File: src/rtl/regfile_wb_pkg.sv
// Purpose : shared widths and the write-back entry type for the register-file write front end.
// Latency : n/a (types and constants only).
// Backpr. : n/a.
package regfile_wb_pkg;

  localparam int ADDR_W = 5;
  localparam int DATA_W = 32;
  localparam int POS_W  = 4;
  localparam int NREG   = 1 << ADDR_W;

  // One pending register-file write: destination, value and is_pos tag.
  typedef struct packed {
    logic [ADDR_W-1:0] addr;
    logic [DATA_W-1:0] data;
    logic [POS_W-1:0]  pos;
  } wb_entry_t;

endpackage

File: src/rtl/wb_fifo.sv
// Purpose : circular buffer for long-latency write-back entries.
// Latency : an entry pushed at edge N is visible on head_o after that edge.
// Backpr. : full_o is registered state only; the caller must not push when full.
// Ports   : clk_i/reset_n (sync, active-low), push_i/push_dat_i, pop_i,
//           head_o, full_o, empty_o, count_o (0..DEPTH).
module wb_fifo
  import regfile_wb_pkg::*;
#(
  parameter  int DEPTH = 2,
  localparam int PTR_W = $clog2(DEPTH),
  localparam int CNT_W = $clog2(DEPTH + 1)
) (
  input  logic             clk_i,
  input  logic             reset_n,
  input  logic             push_i,
  input  wb_entry_t        push_dat_i,
  input  logic             pop_i,
  output wb_entry_t        head_o,
  output logic             full_o,
  output logic             empty_o,
  output logic [CNT_W-1:0] count_o
);

  wb_entry_t        mem_q [DEPTH];
  logic [PTR_W-1:0] wr_ptr_q, wr_ptr_d;
  logic [PTR_W-1:0] rd_ptr_q, rd_ptr_d;
  logic [CNT_W-1:0] count_q, count_d;

  // DEPTH is a power of two, so pointers wrap by plain overflow.
  always_comb begin
    wr_ptr_d = wr_ptr_q + PTR_W'(push_i);
    rd_ptr_d = rd_ptr_q + PTR_W'(pop_i);
    count_d  = count_q;
    case ({push_i, pop_i})
      2'b10:   count_d = count_q + CNT_W'(1);
      2'b01:   count_d = count_q - CNT_W'(1);
      default: count_d = count_q;
    endcase
  end

  always_ff @(posedge clk_i) begin
    if (!reset_n) begin
      wr_ptr_q <= '0;
      rd_ptr_q <= '0;
      count_q  <= '0;
    end else begin
      wr_ptr_q <= wr_ptr_d;
      rd_ptr_q <= rd_ptr_d;
      count_q  <= count_d;
    end
  end

  // Payload storage needs no reset: it is only read while count_q > 0.
  always_ff @(posedge clk_i) begin
    if (push_i) begin
      mem_q[wr_ptr_q] <= push_dat_i;
    end
  end

  assign head_o  = mem_q[rd_ptr_q];
  assign full_o  = (count_q == CNT_W'(DEPTH));
  assign empty_o = (count_q == '0);
  assign count_o = count_q;

endmodule

File: src/rtl/regfile_wb_arbiter.sv
// Purpose : merges ALU and long-latency results onto the single register-file write port; pending-write scoreboard.
// Latency : ALU cycle N -> RegWrite_o cycle N+1; long-latency transfer cycle N -> RegWrite_o cycle N+2 if no ALU traffic.
// Backpr. : ALU has none and always wins; lu_ready_o = !full (no pop-to-push pass-through), 0 during reset.
// Ports   : alu_* (ALU result), lu_* (valid/ready long-latency result), issue_*/RSaddr_i/RTaddr_i/DSTaddr_i
//           (scoreboard set and hazard query), hazard_o/busy_o, RDaddr_o/RDdata_o/RegWrite_o/is_pos_o (to regfile).
module regfile_wb_arbiter
  import regfile_wb_pkg::*;
#(
  parameter int DEPTH = 2
) (
  input  logic              clk_i,
  input  logic              reset_n,
  input  logic              alu_valid_i,
  input  logic [ADDR_W-1:0] alu_addr_i,
  input  logic [DATA_W-1:0] alu_data_i,
  input  logic [POS_W-1:0]  alu_pos_i,
  input  logic              lu_valid_i,
  output logic              lu_ready_o,
  input  logic [ADDR_W-1:0] lu_addr_i,
  input  logic [DATA_W-1:0] lu_data_i,
  input  logic [POS_W-1:0]  lu_pos_i,
  input  logic              issue_i,
  input  logic [ADDR_W-1:0] issue_addr_i,
  input  logic [ADDR_W-1:0] RSaddr_i,
  input  logic [ADDR_W-1:0] RTaddr_i,
  input  logic [ADDR_W-1:0] DSTaddr_i,
  output logic              hazard_o,
  output logic [NREG-1:0]   busy_o,
  output logic [ADDR_W-1:0] RDaddr_o,
  output logic [DATA_W-1:0] RDdata_o,
  output logic              RegWrite_o,
  output logic [POS_W-1:0]  is_pos_o
);

  wb_entry_t lu_entry;
  wb_entry_t fifo_head;
  logic      fifo_full;
  logic      fifo_empty;
  logic      fifo_push;
  logic      fifo_pop;
  logic [$clog2(DEPTH+1)-1:0] fifo_count_unused;  // occupancy, kept for debug probing

  wb_entry_t       wb_q, wb_d;
  logic            we_q, we_d;
  logic [NREG-1:0] busy_q, busy_d;

  assign lu_entry.addr = lu_addr_i;
  assign lu_entry.data = lu_data_i;
  assign lu_entry.pos  = lu_pos_i;

  assign lu_ready_o = reset_n & ~fifo_full;
  assign fifo_push  = lu_valid_i & lu_ready_o;
  // The FIFO head only drains in cycles the ALU leaves the port free.
  assign fifo_pop   = ~alu_valid_i & ~fifo_empty;

  wb_fifo #(.DEPTH(DEPTH)) u_fifo (
    .clk_i      (clk_i),
    .reset_n    (reset_n),
    .push_i     (fifo_push),
    .push_dat_i (lu_entry),
    .pop_i      (fifo_pop),
    .head_o     (fifo_head),
    .full_o     (fifo_full),
    .empty_o    (fifo_empty),
    .count_o    (fifo_count_unused)
  );

  // Write-port selection; payload holds when nothing is selected.
  always_comb begin
    wb_d = wb_q;
    we_d = 1'b0;
    if (alu_valid_i) begin
      wb_d.addr = alu_addr_i;
      wb_d.data = alu_data_i;
      wb_d.pos  = alu_pos_i;
      we_d      = 1'b1;
    end else if (fifo_pop) begin
      wb_d = fifo_head;
      we_d = 1'b1;
    end
  end

  // Clear first, then set, so a same-edge issue to the retiring register stays pending.
  always_comb begin
    busy_d = busy_q;
    if (fifo_pop) begin
      busy_d[fifo_head.addr] = 1'b0;
    end
    if (issue_i) begin
      busy_d[issue_addr_i] = 1'b1;
    end
  end

  always_ff @(posedge clk_i) begin
    if (!reset_n) begin
      wb_q   <= '0;
      we_q   <= 1'b0;
      busy_q <= '0;
    end else begin
      wb_q   <= wb_d;
      we_q   <= we_d;
      busy_q <= busy_d;
    end
  end

  assign hazard_o   = busy_q[RSaddr_i] | busy_q[RTaddr_i] | busy_q[DSTaddr_i];
  assign busy_o     = busy_q;
  assign RDaddr_o   = wb_q.addr;
  assign RDdata_o   = wb_q.data;
  assign is_pos_o   = wb_q.pos;
  assign RegWrite_o = we_q;

endmodule

File: config.mk
export PLATFORM = sky130hd
export DESIGN_NAME = regfile_wb_arbiter
export DESIGN_NICKNAME = d
export VERILOG_FILES = /design/src/rtl/regfile_wb_pkg.sv /design/src/rtl/wb_fifo.sv /design/src/rtl/regfile_wb_arbiter.sv
export SDC_FILE = /design/constraint.sdc
export NUM_CORES = 1
export LEC_CHECK = 0
export ABC_CLOCK_PERIOD_IN_PS = 2940
export CAP_MARGIN = 0
export CORE_MARGIN = 4
export CORE_UTILIZATION = 49
export DETAILED_ROUTE_END_ITERATION = 8
export PLACE_DENSITY = 0.8
export REMOVE_ABC_BUFFERS = 1
export SLEW_MARGIN = 20
export SYNTH_ARGS = -nofsm -noshare
export SYNTH_HDL_FRONTEND = slang
export SYNTH_SLANG_ARGS = --single-unit
File: constraint.sdc
create_clock -name clk_i -period 2.94 [get_ports clk_i]
set_input_delay 0.294 -clock clk_i [delete_from_list [all_inputs] [get_ports clk_i]]
set_output_delay 0.294 -clock clk_i [all_outputs]
set_load 0.005 [all_outputs]
After elaboration in Yosys (flattened, before gate mapping):

Memories as Yosys holds them, arrays and structs flattened. A register that Yosys moved wholly into a read port is not among the register bits.
Cells that the tools add are included.
Widths: inputs -> output; s select.

* output and inout bits: 76
* RAM bits: 82
* memories kept: 1
* bits of input ports: 107
* word-level logic and storage cells: 59
* flip-flop bits (word level): 78

Memories
* u_fifo.mem_q: words 2, bits a word 41, rd ports 1, clocked after Yosys merged registers in 1, wr ports 1, line wb_fifo.sv:24 `wb_entry_t mem_q [DEPTH];`

* equal/unequal tests: 3
* mux-type cells: 20
* bitwise gates (word level): 11
* add/subtract/negate cells: 4
* reductions and logical operators: 5
* order comparisons: 7

Operators with widths (count)
* $mux 41: 2
* $mux 32: 2
* $and 32x32->32: 1
* $not 32->32: 1
* $or 32x32->32: 1
* $lt 5x6->1 const B: 5
* $bmux 1 s5: 3
* $demux 1 s5: 2
* $ge 5x1->1 const B: 2
* $mux 1: 10
* $eq 2x2->1 const B: 2
* $pmux 2 s2: 1
* $reduce_bool 2->1: 2
* $and 1x1->1: 3
* $not 1->1: 3
* $add 1x1->1: 2
* $add 2x1->2 const B: 1
* $eq 2x1->1 const B: 1
* $logic_and 1x1->1: 2
* $logic_not 2->1: 1
* $or 1x1->1: 2
* $sub 2x1->2 const B: 1

Logic depth before layout (Yosys ltp):

Gate-level depths: netlist of the first run.

* depth after elaboration: 9
* depth in mapped cells: 7
* gate-level depth less buffers: 7

Hierarchy:

A second synthesis of the first run with hierarchy kept.

* cells, all modules: 577
* area, all modules: 7289.5 µm²

By module, submodules not included
* regfile_wb_arbiter: area an instance 4113.9 µm², cells an instance 427, seq. area each 1481.4 µm², times used 1
* wb_fifo: area an instance 3175.5 µm², cells an instance 150, seq. area each 2562.5 µm², times used 1

Worst setup path before layout of the first run:

Ideal clock, no wire load.

* kind: reg-to-reg
* start: register u_fifo.count_q[0], in the netlist u_fifo.count_o[0]
* end: memory u_fifo.mem_q[1][0] in the netlist's numbering, enable pin
* cell stages (with the launch flop): 6
* arrival: 1.908 ns
* path buffers: 0
* data required time: 2.537 ns
* period minus slack after synthesis: 2.311 ns
* setup time: 0.403 ns
* path slack: 0.629 ns
* cell sequence: dfxtp_1 -> inv_1 -> a21boi_0 -> nand2_1 -> inv_1 -> ha_1

* longest elaborated chain between the ends: 6

Ends and longest elaborated chain
* start: declaration: line wb_fifo.sv:27 `logic [CNT_W-1:0] count_q, count_d;`
* start signal: assignment: line wb_fifo.sv:49 `count_q <= count_d;`
* $eq 2x2->1: line wb_fifo.sv:61 `assign full_o = (count_q == CNT_W'(DEPTH));`
* $not 1->1: line regfile_wb_arbiter.sv:51 `assign lu_ready_o = reset_n & ~fifo_full;`
* $and 1x1->1: line regfile_wb_arbiter.sv:51
* net lu_ready_o: line regfile_wb_arbiter.sv:18 `output logic lu_ready_o,`
* $and 1x1->1: line regfile_wb_arbiter.sv:52 `assign fifo_push = lu_valid_i & lu_ready_o;`
* $mux 1: line wb_fifo.sv:55 `if (push_i) begin`
* $mux 1 (implied by the code): line wb_fifo.sv:56 `mem_q[wr_ptr_q] <= push_dat_i;`
* end: declaration: line wb_fifo.sv:24

The timed path passes the listed nets, and every way through them passes these cells.

Final worst setup path of the first run:

* start: input port DSTaddr_i[0]
* end: output port hazard_o

* longest elaborated chain between the ends: 3

Ends and longest elaborated chain
* start: declaration: line regfile_wb_arbiter.sv:26 `input logic [ADDR_W-1:0] DSTaddr_i,`
* $bmux 1 s5: line regfile_wb_arbiter.sv:106 `assign hazard_o = busy_q[RSaddr_i] | busy_q[RTaddr_i] | busy_q[DSTaddr_i];`
* $mux 1 (implied by the code): line regfile_wb_arbiter.sv:106
* $or 1x1->1: line regfile_wb_arbiter.sv:106
* end: declaration: line regfile_wb_arbiter.sv:27 `output logic hazard_o,`

No other way between the ends. The select of a mux whose other input is x is not followed.

==> results of run 1 <==
[state kept, by name (all words and copies together) (netlist names), named ones only]
register and flops:
u_fifo.mem_q 82, RDdata_o 32, busy_o 32, RDaddr_o 5, is_pos_o 4, u_fifo.count_o 2
RegWrite_o 1, u_fifo.rd_ptr_q 1, u_fifo.wr_ptr_q 1
[critical path, delay by kind of cell]
family        cells  cell delay (ns)
mux               3             1.11
buf+inv           3             0.83
simple gates      1             0.11
[area by class of cell]
class,instances,area share
Clock buffer,21,0.0489
Clock inverter,11,0.0127
Inverter,7,0.00267
Multi-Input combinational cell,410,0.300
Sequential cell,161,0.411
Tap cell,180,0.0229
Timing Repair Buffer,197,0.202
[cell usage in the layout (no fill, tap or decap), drive strengths merged, types with 2 or more instances in the layout]
| master | Yosys | routed |
|---|---|---|
| ha | 3 | 3 |
| xnor2 | 2 | 2 |
| buf | 12 | 17 |
| clkinv | 0 | 5 |
| nand2b | 3 | 3 |
| a21oi | 42 | 42 |
| and2 | 4 | 4 |
| bufinv | 0 | 2 |
| a2111oi | 2 | 2 |
| a21boi | 34 | 34 |
| clkbuf | 29 | 21 |
| mux4 | 22 | 22 |
| nor3 | 4 | 4 |
| and3 | 2 | 2 |
| inv | 7 | 9 |
| edfxtp | 82 | 82 |
| nand3 | 2 | 2 |
| nor2 | 50 | 50 |
| nor2b | 44 | 44 |
| nor3b | 5 | 5 |
| or3 | 3 | 3 |
| clkdlybuf4s50 | 0 | 178 |
| dfxtp | 79 | 79 |
| dlymetal6s2s | 0 | 2 |
| nand2 | 44 | 44 |
| clkinvlp | 0 | 2 |
| mux2i | 49 | 49 |
| and3b | 3 | 3 |
| o21ai | 35 | 35 |
| mux2 | 4 | 4 |
| a211oi | 43 | 43 |
[per-stage QoR]
stage | hold slack (ns) | total power, mW
floorplan | 0.393 | 3.69
global placement | 0.496 | 4.36
detailed placement | 0.528 | 4.43
CTS | 0.379 | 6.67
global route | 0.406 | 6.97
finish | 0.406 | 6.65
[power groups by stage]
stage	Sequential [mW]	Clock, mW	Combinational, mW
2_1_floorplan	2.78	0	0.902
5_1_grt	2.73	2.35	1.89
3_5_place_dp	2.75	0	1.68
4_1_cts	2.71	2.25	1.71
3_3_place_gp	2.74	0	1.62
6_report	2.71	2.23	1.71
[cell families (layout without fill, tap and decap cells)]
| kind of cell | Yosys count | count (layout) | synth area share |
|---|---|---|---|
| AOI/OAI and AO/OA | 161 | 161 | 0.142 |
| xor gates and xnor gates | 3 | 3 | 0.00366 |
| adders and majority gates | 3 | 3 | 0.00523 |
| buffers and inverters | 48 | 236 | 0.0272 |
| DFF | 161 | 161 | 0.563 |
| muxes | 75 | 75 | 0.144 |
| and+or+nand+nor | 168 | 168 | 0.115 |
[worst max-delay path by stage]
stage | cells after the start | slack [ns] | to
6_report | 7 | 0.31 | hazard_o
5_1_grt | 7 | 0.27 | hazard_o
4_1_cts | 7 | 0.003 | hazard_o
3_5_place_dp | 7 | 0.009 | hazard_o
3_3_place_gp | 7 | 0.03 | hazard_o
2_1_floorplan | 4 | 0.16 | busy_o[28]$_SDFF_PN0_
[metal layers]
| metal | up-vias | global-route usage | wire, um |
|---|---|---|---|
| li1 | 2634 | - | - |
| met1 | 2772 | 0.290 | 7790 |
| met2 | 240 | 0.402 | 9700 |
| met3 | 35 | 0.0903 | 1900 |
| met4 | 2 | 0.0791 | 347 |
| met5 | - | 0 | 18 |
[repair_timing]
| action | CTS | global route |
|---|---|---|
| resized for setup | 0 | 3 |
| setup buffers | 0 | 0 |
| endpoints found under the setup margin | 0 | 1 |
==> impl_metrics.py, run 1 <==
metrics = {
    "floorplanning": {
        "core_um2": 14100,
        "ios": 183,
        "die_w_um": 129,
        "start_util": 0.509,
        "rows": 43,
        "die_h_um": 129,
        "die_area_um2": 16700,
    },
    "final_layout": {
        "syn2layout_area_growth_pct": 37.1,
        "stdcell_count": 987,
        "fill_cells": 994,
        "final-seq-area_um2": 4050,
        "multi_input_area_um2": 2950,
        "final_area_um2": 9850,
        "layout.nets": 904,
        "drive_above_1_share": 0.0979,
        "antenna_cells": 0,
        "fin_util": 0.699,
    },
    "logic_synthesis": {
        "syn_avg_cell_area_um2": 11.6,
        "synth_ff_type": "edfxtp_1",
        "synth_edf_count": 82,
        "syn-cell-area_um2": 7180,
        "synth_area_leader_cell": "edfxtp_1",
        "yosysSeqAreaShare": 0.563,
        "synth_common_cells": "82 x edfxtp_1, 79 x dfxtp_1, 50 x nor2_1",
        "synth.top_cell.area_share": 0.343,
        "synth.ff_latch_count": 161,
        "syn_inst": 619,
        "synth.most_common_cell": "edfxtp_1",
        "synth.distinct_cells": 38,
        "yosys_warnings": 0,
        "async_flop_share": 0,
        "ys_top_cells_by_area": "edfxtp_1 34%, dfxtp_1 22%, mux4_2 6.9%",
    },
    "global_routing": {
        "grt_pass1_vias": 5985,
        "grt_remaining_overflow": 0,
        "grtUsageTotal": 0.241,
        "grt_pass1_wl_mm": 31.1,
        "grt_max_degree": 80,
        "grt_antenna_before_repair": 1,
    },
    "sta": {
        "rsz0062_at_grt": "no",
        "fmax_mhz": 380,
        "relSlewSlack": 0.551,
        "hold_violations": 0,
        "finalCritPeriodShare": 0.896,
        "clock_skew_ns": 0.00938,
        "slew_violations": 0,
        "worstMarginPinSlew_ns": 0.674,
        "fin_tns_setup_ns": 0,
        "setup_viol": 0,
        "setup_slack_ns": 0.305,
        "period_needed_ns": 2.63,
    },
    "setup_path": {
        "cp-startpoint": "DSTaddr_i[0]",
        "crit_slowest_cell": "clkdlybuf4s50_1",
        "crit_fanout": 8,
        "path_common_cell": "mux4_2",
        "cp_slowest_stage_delay_ns": 0.51,
        "r2r_end": "u_fifo.mem_q[0][12]$_DFFE_PP_",
        "cp_data_arrival_time_ns": 2.34,
        "start_kind": "primary input",
        "worstPathRequired_ns": 2.65,
        "crit_type": "primary input to output port",
        "endpoint_kind": "output port",
        "crit_path_cell_trace": "clkdlybuf4s50_1 > buf_12 > mux4_2 > mux4_2 > mux2i_1 > nand4_1 > dlymetal6s2s_1",
        "ff2ff_setup_slack_ns": 0.89,
        "reg2regPathDepth": 6,
        "regToRegStartpoint": "u_fifo.count_o[0]$_SDFFE_PN0P_",
    },
    "clock_tree": {
        "root_buffer": "clkbuf_16",
        "cts_buffers": 17,
        "clock_latency_ns": 0.43,
        "cts.path.max_buffers": 2,
        "cts_tree": "done",
        "cts.clk_slew.worst_paths_ns": 0.06,
        "hold_buffers": 0,
        "cts.sinks": 161,
        "cts.htree.levels": 4,
    },
    "route": {
        "viasPerCell": 5.76,
        "dr.pass1.iters": 5,
        "dr_total_vias": 5683,
        "drtAntennaViolNets": 0,
        "drt-initial-drc-count": 390,
        "drt_wl_total_mm": 19.8,
        "drc": 0,
        "wl_per_cell_um": 20.0,
    },
    "min_path": {
        "min_from": "alu_valid_i",
        "worstHoldEndpoint": "is_pos_o[3]$_SDFFE_PN0P_",
        "hold_path.class": "primary input to register",
        "hold_path_depth": 3,
    },
    "pwr": {
        "powerDensity_nw_per_um2": 675,
        "ir_drop_mv": 0.556,
        "power.switching_mw": 1.91,
        "p_leak_nw": 3.31,
        "p_int_mw": 4.73,
        "pwr-share-seq": 0.407,
        "clkPwrFrac": 0.336,
        "combPwrFrac": 0.257,
        "p_sw_frac": 0.288,
    },
    "placed_design": {
        "place_area_um2": 9230,
        "dp_hpwl_mm": 13.9,
        "routabilityCongestion": 0.884,
        "pre_cts_ws_ns": 0.00874,
        "portBuffers": 182,
        "dp_cells": 955,
    },
    "job": {
        "max_cap_violations": 0,
    },
    "outcome": {
        "status": "complete, no violations",
    },
}
Power figures use the tool's default switching activity.
==> inputs of run 2 (changes only) <==
- CTS_CLUSTER_SIZE: not set -> 16
- SKIP_CTS_REPAIR_TIMING: not set -> 1
- SYNTH_HIERARCHICAL: not set -> 1
==> run 2 against run 1 <==
Against the previous run: via count is 2.9% lower; clock power fell by 4%; clock skew barely moved; design area rose by 2.6%; sequential share of layout area decreased by 0.92 points; hold slack better by 0.058 ns; register-to-register slack worse by 0.13 ns; sequential power about the same; global-route usage fell by 0.32 points; non-clock buffer count is 21 higher; critical endpoint unchanged; largest cell class unchanged; highest routed layer unchanged.
==> impl_metrics.py, run 2 <==
metrics = {
    "outcome": {
        "status": "complete, no violations",
    },
    "global_routing": {
        "grt_antenna_before_repair": 1,
        "grt_pass1_wl_mm": 30.8,
        "grt_pass1_vias": 5818,
        "grt_remaining_overflow": 0,
        "grtUsageTotal": 0.238,
        "grt_max_degree": 80,
    },
    "setup_path": {
        "cp_data_arrival_time_ns": 2.62,
        "ff2ff_setup_slack_ns": 0.76,
        "endpoint_kind": "output port",
        "worstPathRequired_ns": 2.65,
        "crit_type": "register to output port",
        "start_kind": "register",
        "crit_fanout": 5,
    },
    "logic_synthesis": {
        "synth_xor_area_frac": 0.00360,
        "ys_top_cells_by_area": "edfxtp_1 34%, dfxtp_1 22%, mux2i_1 7.3%",
        "synth_ff_type": "edfxtp_1",
        "synth_common_cells": "84 x nand2_1, 82 x edfxtp_1, 79 x dfxtp_1",
        "yosysSeqAreaShare": 0.555,
        "synth.distinct_cells": 39,
        "syn_avg_cell_area_um2": 12.6,
        "syn_inst": 577,
        "synth_area_leader_cell": "edfxtp_1",
        "synth.most_common_cell": "nand2_1",
        "synthAdderAreaFrac": 0.00515,
        "synth-compound-area-share": 0.120,
        "async_flop_share": 0,
        "syn-cell-area_um2": 7290,
        "synth_edf_count": 82,
        "synth_top_family_by_area": "multiplexers",
        "yosys.area_share.simple": 0.0881,
        "synth.top_cell.area_share": 0.338,
        "synth.area.mux_share": 0.204,
        "synth.ff_latch_count": 161,
        "yosys_warnings": 6,
    },
    "route": {
        "dr_total_vias": 5520,
        "drt-initial-drc-count": 424,
        "drtAntennaViolNets": 0,
        "viasPerCell": 5.68,
        "dr.pass1.iters": 5,
        "wl_per_cell_um": 20.4,
        "drt_wl_total_mm": 19.8,
        "drc": 0,
    },
    "min_path": {
        "hold_path.class": "primary input to register",
    },
    "floorplanning": {
        "core_um2": 14500,
        "ios": 183,
        "die_w_um": 130,
        "start_util": 0.502,
        "die_area_um2": 16900,
        "die_h_um": 130,
        "rows": 44,
    },
    "pwr": {
        "power.switching_mw": 1.72,
        "clkPwrFrac": 0.331,
        "pwr-share-seq": 0.417,
        "p_int_mw": 4.75,
        "p_sw_frac": 0.265,
        "combPwrFrac": 0.253,
        "powerDensity_nw_per_um2": 640,
        "p_leak_nw": 4.11,
        "ir_drop_mv": 0.507,
        "p_total_mw": 6.47,
    },
    "final_layout": {
        "final_cell_mix": "177 x clkdlybuf4s50_1, 84 x nand2_1, 82 x edfxtp_1",
        "drive_above_1_share": 0.183,
        "largest_register_ffs": 82,
        "antenna_cells": 0,
        "fill_cells": 1023,
        "mostFrequentLayoutCell": "clkdlybuf4s50_1",
        "largest-register": "u_fifo/mem_q",
        "syn2layout_area_growth_pct": 38.7,
        "layout.nets": 884,
    },
    "placed_design": {
        "routabilityCongestion": 0.934,
        "portBuffers": 182,
        "dp_hpwl_mm": 14.3,
    },
    "sta": {
        "period_needed_ns": 2.92,
        "rsz0062_at_grt": "yes",
        "hold_violations": 0,
        "finalCritPeriodShare": 0.992,
        "relSlewSlack": 0.485,
        "slew_violations": 0,
        "whs_ns": 0.465,
        "setup_viol": 0,
        "clock_skew_ns": 0.00971,
        "worstMarginPinSlew_ns": 0.772,
        "fmax_mhz": 343,
    },
    "clock_tree": {
        "cts.clk_slew.worst_paths_ns": 0.06,
        "root_buffer": "clkbuf_16",
        "cts.sinks": 161,
        "cts.htree.levels": 4,
        "clock_latency_ns": 0.41,
        "cts_tree": "done",
        "cts.path.max_buffers": 2,
        "cts_buffers": 17,
    },
    "job": {
        "max_cap_violations": 0,
    },
}
==> run 2: per-stage QoR <==
| step | util | TNS [ns] | std cells | setup WS [ns] | instance area, um^2 |
|---|---|---|---|---|---|
| finish | 0.695 | 0 | 971 | 0.0225 | 10100 |
| global route | 0.695 | -0.0707 | 971 | -0.0707 | 10100 |
| CTS | 0.695 | -0.583 | 971 | -0.583 | 10100 |
| detailed placement | 0.654 | -0.572 | 939 | -0.572 | 9510 |
| global placement | 0.654 | -0.565 | 939 | -0.565 | 9510 |
| floorplan | - | -55.40 | 537 | -1.28 | 7130 |
==> run 2: cell families (layout without fill, tap and decap cells) <==
logic type / Yosys count / count (layout)
adders and majority gates: 3 / 3
muxes: 115 / 115
DFF: 161 / 161
AOI/OAI and AO/OA: 114 / 114
and+or+nand+nor: 137 / 137
buffers and inverters: 44 / 254
xor gates and xnor gates: 3 / 3
==> run 2: power by group through the flow <==
stage                     registers (mW)  clock network [mW]  logic [mW]
after detailed placement            2.75                   0        1.63
after global placement              2.73                   0        1.59
after global routing                2.72                2.28        1.76
after CTS                           2.70                2.17        1.64
final                               2.70                2.14        1.63
after floorplan                     2.76                   0        1.12
==> run 2: critical path, cell delays in order (launching register included) <==
cell	delay (ns)
dfxtp_1	0.37
mux4_2	0.47
mux4_2	0.47
nor2b_1	0.14
a221o_1	0.25
or4_1	0.40
clkbuf_2	0.13
==> run 2: path summary, 6_finish.rpt <==
kind | to | cells past startpoint | from
max | hazard_o | 6 | busy_o[28]$_SDFF_PN0_
min | u_fifo/mem_q[1][37]$_DFFE_PP_ | 1 | lu_addr_i[1]
max reg2reg | busy_o[10]$_SDFF_PN0_ | 5 | register
min reg2reg | busy_o[30]$_SDFF_PN0_ | 2 | busy_o[30]$_SDFF_PN0_
==> run 2: area by class of cell <==
cell class,count,area [um^2],share of cell area
sequential,161,4060,0.402
tap,184,230,0.0228
clock buffer,26,553,0.0547
multi-input combinational,372,3070,0.304
inverter,4,15.0,0.00149
clock inverter,6,41.3,0.00409
timing repair buffer,218,2140,0.212
==> run 2: routing by layer <==
metal,global-route usage,wire (um)
met1,0.287,7880
met2,0.403,9680
met3,0.0725,1760
met4,0.0874,442
met5,0,7
